**src/rtl/ram_pkg.sv**
```systemverilog
// Shared constants and clear-FSM encoding for the single-port byte-enable RAM.
// No logic; imported by the RAM top and its clear controller.
package ram_pkg;

  localparam int RDW_READ_FIRST  = 0;
  localparam int RDW_WRITE_FIRST = 1;
  localparam int RDW_NO_CHANGE   = 2;

  typedef enum logic {
    ST_CLEAR = 1'b0,
    ST_READY = 1'b1
  } clr_state_e;

endpackage

```
**src/rtl/ram_init_ctrl.sv**
```systemverilog
// Clear sequencer: sweeps one word per cycle, DEPTH cycles per sweep, busy registered.
// Accepts a clear request only in READY; the request is a single-cycle pulse, never stalled.
module ram_init_ctrl
  import ram_pkg::*;
#(
  parameter int ADDR_W = 8,
  parameter int DEPTH  = 256
) (
  input  logic              clk,
  input  logic              reset,
  input  logic              clear_req,
  output logic              busy,
  output logic              clr_we,
  output logic [ADDR_W-1:0] clr_addr
);

  localparam logic [ADDR_W-1:0] LAST_ADDR = ADDR_W'(DEPTH - 1);

  clr_state_e        state_q, state_d;
  logic [ADDR_W-1:0] cnt_q, cnt_d;
  logic              busy_q, busy_d;

  always_comb begin
    state_d = state_q;
    cnt_d   = cnt_q;
    busy_d  = busy_q;
    case (state_q)
      ST_CLEAR: begin
        if (cnt_q == LAST_ADDR) begin
          state_d = ST_READY;
          cnt_d   = '0;
          busy_d  = 1'b0;
        end else begin
          cnt_d = cnt_q + 1'b1;
        end
      end
      ST_READY: begin
        if (clear_req) begin
          state_d = ST_CLEAR;
          cnt_d   = '0;
          busy_d  = 1'b1;
        end
      end
    endcase
  end

  always_ff @(posedge clk or posedge reset) begin
    if (reset) begin
      state_q <= ST_CLEAR;
      cnt_q   <= '0;
      busy_q  <= 1'b1;
    end else begin
      state_q <= state_d;
      cnt_q   <= cnt_d;
      busy_q  <= busy_d;
    end
  end

  assign busy     = busy_q;
  assign clr_we   = (state_q == ST_CLEAR);
  assign clr_addr = cnt_q;

endmodule

```
**src/rtl/ram_sp_be_init.sv**
```systemverilog
// Single-port RAM with byte enables, RDW mode and hardware clear; read latency 1 (2 with OUT_REG).
// No backpressure: requests arriving while busy (or alongside clear) are dropped.
module ram_sp_be_init
  import ram_pkg::*;
#(
  parameter int                DATA_W    = 8,
  parameter int                ADDR_W    = 8,
  parameter int                DEPTH     = 256,
  parameter int                RDW_MODE  = 0,
  parameter int                OUT_REG   = 0,
  parameter logic [DATA_W-1:0] CLEAR_VAL = '0
) (
  input  logic                 clk,
  input  logic                 reset,
  input  logic                 en,
  input  logic                 write_en,
  input  logic [DATA_W/8-1:0]  byte_en,
  input  logic [ADDR_W-1:0]    address,
  input  logic [DATA_W-1:0]    data_in,
  input  logic                 clear,
  output logic [DATA_W-1:0]    data_out,
  output logic                 rd_valid,
  output logic                 addr_err,
  output logic                 busy
);

  localparam int              BE_W      = DATA_W / 8;
  localparam logic [ADDR_W:0] DEPTH_EXT = (ADDR_W + 1)'(DEPTH);

  logic [DATA_W-1:0] mem [DEPTH];

  logic              clr_we;
  logic [ADDR_W-1:0] clr_addr;
  logic              accept, in_range, wr_en;
  logic [DATA_W-1:0] old_word, merged;

  logic              v1_q, v1_d, e1_q, e1_d, v2_q, v2_d, e2_q, e2_d;
  logic [DATA_W-1:0] d1_q, d1_d, d2_q, d2_d;

  ram_init_ctrl #(
    .ADDR_W (ADDR_W),
    .DEPTH  (DEPTH)
  ) u_init_ctrl (
    .clk       (clk),
    .reset     (reset),
    .clear_req (clear & ~busy),
    .busy      (busy),
    .clr_we    (clr_we),
    .clr_addr  (clr_addr)
  );

  // clear outranks a same-cycle access, which is then dropped entirely
  assign accept   = en & ~busy & ~clear;
  assign in_range = ({1'b0, address} < DEPTH_EXT);
  assign wr_en    = accept & write_en & in_range;

  always_comb begin
    old_word = in_range ? mem[address] : '0;
    merged   = old_word;
    for (int i = 0; i < BE_W; i++) begin
      if (byte_en[i]) merged[8*i +: 8] = data_in[8*i +: 8];
    end
  end

  always_ff @(posedge clk) begin
    if (clr_we) begin
      mem[clr_addr] <= CLEAR_VAL;
    end else if (wr_en) begin
      mem[address] <= merged;
    end
  end

  always_comb begin
    v1_d = 1'b0;
    e1_d = 1'b0;
    d1_d = d1_q;
    if (accept) begin
      e1_d = ~in_range;
      v1_d = ~write_en | (RDW_MODE != RDW_NO_CHANGE);
      if (v1_d) begin
        if (!in_range)                                d1_d = '0;
        else if (write_en && RDW_MODE == RDW_WRITE_FIRST) d1_d = merged;
        else                                          d1_d = old_word;
      end
    end
    v2_d = v1_q;
    e2_d = e1_q;
    d2_d = v1_q ? d1_q : d2_q;
  end

  always_ff @(posedge clk or posedge reset) begin
    if (reset) begin
      v1_q <= 1'b0;
      e1_q <= 1'b0;
      d1_q <= '0;
      v2_q <= 1'b0;
      e2_q <= 1'b0;
      d2_q <= '0;
    end else begin
      v1_q <= v1_d;
      e1_q <= e1_d;
      d1_q <= d1_d;
      v2_q <= v2_d;
      e2_q <= e2_d;
      d2_q <= d2_d;
    end
  end

  assign data_out = (OUT_REG != 0) ? d2_q : d1_q;
  assign rd_valid = (OUT_REG != 0) ? v2_q : v1_q;
  assign addr_err = (OUT_REG != 0) ? e2_q : e1_q;

endmodule

```
**config.mk**
```make
export PLATFORM = sky130hd
export DESIGN_NAME = ram_sp_be_init
export DESIGN_NICKNAME = d
export VERILOG_FILES = /design/src/rtl/ram_pkg.sv /design/src/rtl/ram_init_ctrl.sv /design/src/rtl/ram_sp_be_init.sv
export SDC_FILE = /design/constraint.sdc
export NUM_CORES = 2
export LEC_CHECK = 0
export ABC_CLOCK_PERIOD_IN_PS = 28800
export BUFFER_PORTS_ARGS = -buffer_cell sky130_fd_sc_hd__buf_2
export CAP_MARGIN = 0
export CORE_MARGIN = 2
export CORE_UTILIZATION = 30
export DETAILED_ROUTE_END_ITERATION = 10
export REMOVE_ABC_BUFFERS = 1
export SETUP_SLACK_MARGIN = 0.15
export SLEW_MARGIN = 20
export SYNTH_ARGS = -nofsm -noshare
export SYNTH_HDL_FRONTEND = slang
export SYNTH_SLANG_ARGS = --single-unit
```
**constraint.sdc**
```tcl
create_clock -name clk -period 28.8 [get_ports clk]
set_clock_uncertainty 0.2 [all_clocks]
set_input_delay 1.44 -clock clk [delete_from_list [all_inputs] [get_ports clk]]
set_output_delay 1.44 -clock clk [all_outputs]
set_load 0.05 [all_outputs]
```
==> results.md <==
- Status: finished clean
- Fraction of layout cells with a size suffix above 1: 0.219
- Max cap viols: 0
- Wire per inst: 29.2 um
- H-tree levels: 4
- Main synth FF type: edfxtp_1
- Vias per cell: 5.30
- HPWL Detailed: 141,000 um
- Critical-path cell list: buf_8, buf_12, buf_4, buf_4, buf_4, buf_4, mux4_2, a22o_1, a221oi_1, o22ai_1, a2bb2oi_1, nand2_1, o21ai_4, buf_4, buf_4, buf_16
- Final Non-Filler Cells: 7,780
- Pin count of the biggest net entering global routing: 112
- FF+latch area: 62,000 um^2
- Mapped Cells: 3,947
- Num CTS Buffers: 201
- Final WS setup: 20.21 ns
- Relative slew slack: 0.193
- Port bufs: 31
- GRT Total Usage: 0.164
- Inst Count DP: 7,400
- Drt total wl: 227,000 um
- CP peak stage delay: 0.81 ns
- Die width: 523 um
- Crit. Startpoint: address[0]
- Max Root-Sink Buffers: 3
- Stages on worst setup path: 16
- Vias: 41,213
- Post-synthesis cell area: 80,800 um^2
- # hold bufs at CTS: 0
- Initial antenna violation count: 14
- Mean Syn Cell Area: 20.5 um^2
- CP arrival: 8.91 ns
- Worst skew pair latency: 0.87 ns
- Rows: 190
- Peak supply drop: 71.0 uV
- Reg-to-Reg Start: u_init_ctrl.busy
- Setup WS pre-CTS: 18.96 ns
- Critical path capture point: mem[75][4]
- Number of global-route vias before repair: 40,649
- Tcrit/Tclk final: 0.298
- Worst setup EP type: flop
- Number of detailed-route iterations in the first pass: 6
- Footprint of the multi-input gates: 17,500 um^2
- Register area share after synthesis: 0.767
- Worst path slowest cell: a221oi_1
- Worst r2r path cells: 11
- Worst-path fanout max: 88
- First-pass GRT wire length: 319,000 um
- CP bufs+invs: 9
- Worst setup SP type: primary input
- Clk sinks: 2,067
- Slew of the pin with the lowest slew margin: 1.20 ns
- Root buf cell: clkbuf_16
- Final instance area: 91,500 um^2
- Fin util: 0.341
- Crit path max-delay family: buffers and inverters
- Area Overhead vs Synth: 13.2%
- Req. time, crit path: 29.12 ns
- Initial Utilization: 0.301
- Netlist cell types: 68
- Hold_ws: 0.416 ns
- Post-CTS Repair Setup Buffers: 0
- Ys Warns: 0
- Slew Limit Fails: 0
- R2R Setup Slk: 23.40 ns
- Grt ovf: 0
- DR iter-0 viols: 5,581
- Cell repeated most along the worst path: buf_4
- Routability Congestion: 0.915
- Leak: 31.6 nW
- RSZ-0062 raised after global routing: no
- Die Span Y: 523 um
- Final Power: 6.37 mW
- Core area: 268,000 um^2
- Fmax achieved: 116 MHz
- Final hold vios: 0
- Post-synth EDFFs: 2,048
- Post-Route Setup TNS: 0 ns
- Setup CP Type: in2reg
- Post-CTS Resized: 0
- Filler cells: 24,864
- Minimum clock period: 8.59 ns
- Reg2reg end: mem[82][2]
- Final Setup Violations: 0
- ANT nets after route: 0
- Post-Place Cell Area: 84,900 um^2
- Worst-path clk slew: 0.06 ns
- Post-route DRC: 0
- FFs w/ async S/R, synth: 0.00919
- #FFs+latches synth: 2,067
- Die area: 273,000 um^2
- P per Cell Area: 69.6 nW/um^2
- Hold WC Path Type: reg2reg
- Fin nets: 4,077
- CTS tree: yes
- Ports: 33
where the power goes:
part,total [mW],switching [mW],internal [mW]
Combinational,0.466,0.352,0.114
Sequential,3.33,0.0256,3.31
Clock,2.57,1.13,1.44
state kept, by name (all words and copies together), names as in the netlist:
| register | cells |
|---|---|
| mem | 2048 |
| u_init_ctrl.state_q | 1 |
| data_out | 8 |
| u_init_ctrl.busy | 1 |
| u_init_ctrl.clr_addr | 8 |
| rd_valid | 1 |
kinds of logic after synthesis:
group,share of synthesized area
xor gates and xnor gates,0.000325
muxes,0.148
buffers and inverters,0.0188
DFF,0.767
AOI/OAI and AO/OA,0.0321
and+or+nand+nor,0.0332
other,0.0000464
adders and majority gates,0.000155
how the worst min path moves through the flow:
| stage | end | depth (start not counted) | start |
|---|---|---|---|
| 6_report | u_init_ctrl.clr_addr[0] | 1 | u_init_ctrl.clr_addr[0] |
| 5_1_grt | u_init_ctrl.busy | 2 | u_init_ctrl.busy |
| 4_1_cts | u_init_ctrl.clr_addr[0] | 1 | u_init_ctrl.clr_addr[0] |
| 3_5_place_dp | u_init_ctrl.clr_addr[0] | 1 | u_init_ctrl.clr_addr[0] |
| 3_3_place_gp | u_init_ctrl.clr_addr[3] | 1 | u_init_ctrl.clr_addr[3] |
| 2_1_floorplan | u_init_ctrl.clr_addr[3] | 1 | u_init_ctrl.clr_addr[3] |
per-layer routing:
layer  GRT usage  routed length, um  part of all wire  vias up
met5           0                 13          0.000057        -
met4      0.0811              12200             0.054        2
met3      0.0337              20800             0.092      468
met2       0.254             105000              0.46     2165
met1       0.219              88900              0.39    22028
li1            -                  -                 -    16550
synth_stat cells, drive strengths merged, types with 5 or more instances:
cell,n,area [um^2]
edfxtp,2048,61500
mux4,441,9940
nor2,302,1130
mux2i,192,1920
buf,140,1110
nand2,129,484
a22oi,99,743
clkbuf,98,372
o22ai,68,425
nand3,51,255
a21oi,50,250
o21ai,43,215
nand2b,26,163
a31oi,22,138
or2,20,125
nor3,19,95.1
dfrtp,18,450
o221ai,14,123
a221oi,13,114
nor2b,11,68.8
inv,10,37.5
mux2,9,101
nand3b,8,60.1
or3,8,50.1
a211o,7,61.3
a211oi,6,45.0
a311oi,6,65.1
and2,6,37.5
nor4,6,37.5
o311ai,6,52.6
o41ai,6,52.6
a22o,5,43.8
o31ai,5,37.5
layout by cell type, fill, tap and decap left out, types with 6 or more instances in the layout:
cell,n
clkbuf_1,53
mux2_2,9
nor2_1,283
o221ai_1,14
bufinv_16,15
clkinv_1,47
nor4_1,6
edfxtp_1,2048
or2_2,20
o21ai_1,6
nand3_1,51
buf_2,27
buf_4,103
nand2b_1,25
clkinv_2,30
inv_1,9
mux4_2,440
nor2_2,17
a221oi_1,13
mux2i_1,192
clkinv_16,6
nand3b_1,8
o22ai_1,68
o41ai_1,6
clkbuf_16,203
a22oi_1,99
o21ai_0,33
diode_2,10
a21oi_1,50
nor2b_1,7
nand2_1,126
a31oi_1,22
dfrtp_1,18
a211o_1,7
a211oi_1,6
nor3_1,19
or3_1,8
final cells by class:
class,instances,share of cell area
diodes,10,0.000274
clock inverters,111,0.0121
multi-input cells,1632,0.191
well taps,3552,0.0486
inverters,10,0.000438
clock buffers,256,0.0577
repair buffers,142,0.0124
flip-flops and latches,2067,0.678
Note: power is estimated with default switching activity, not from simulation.
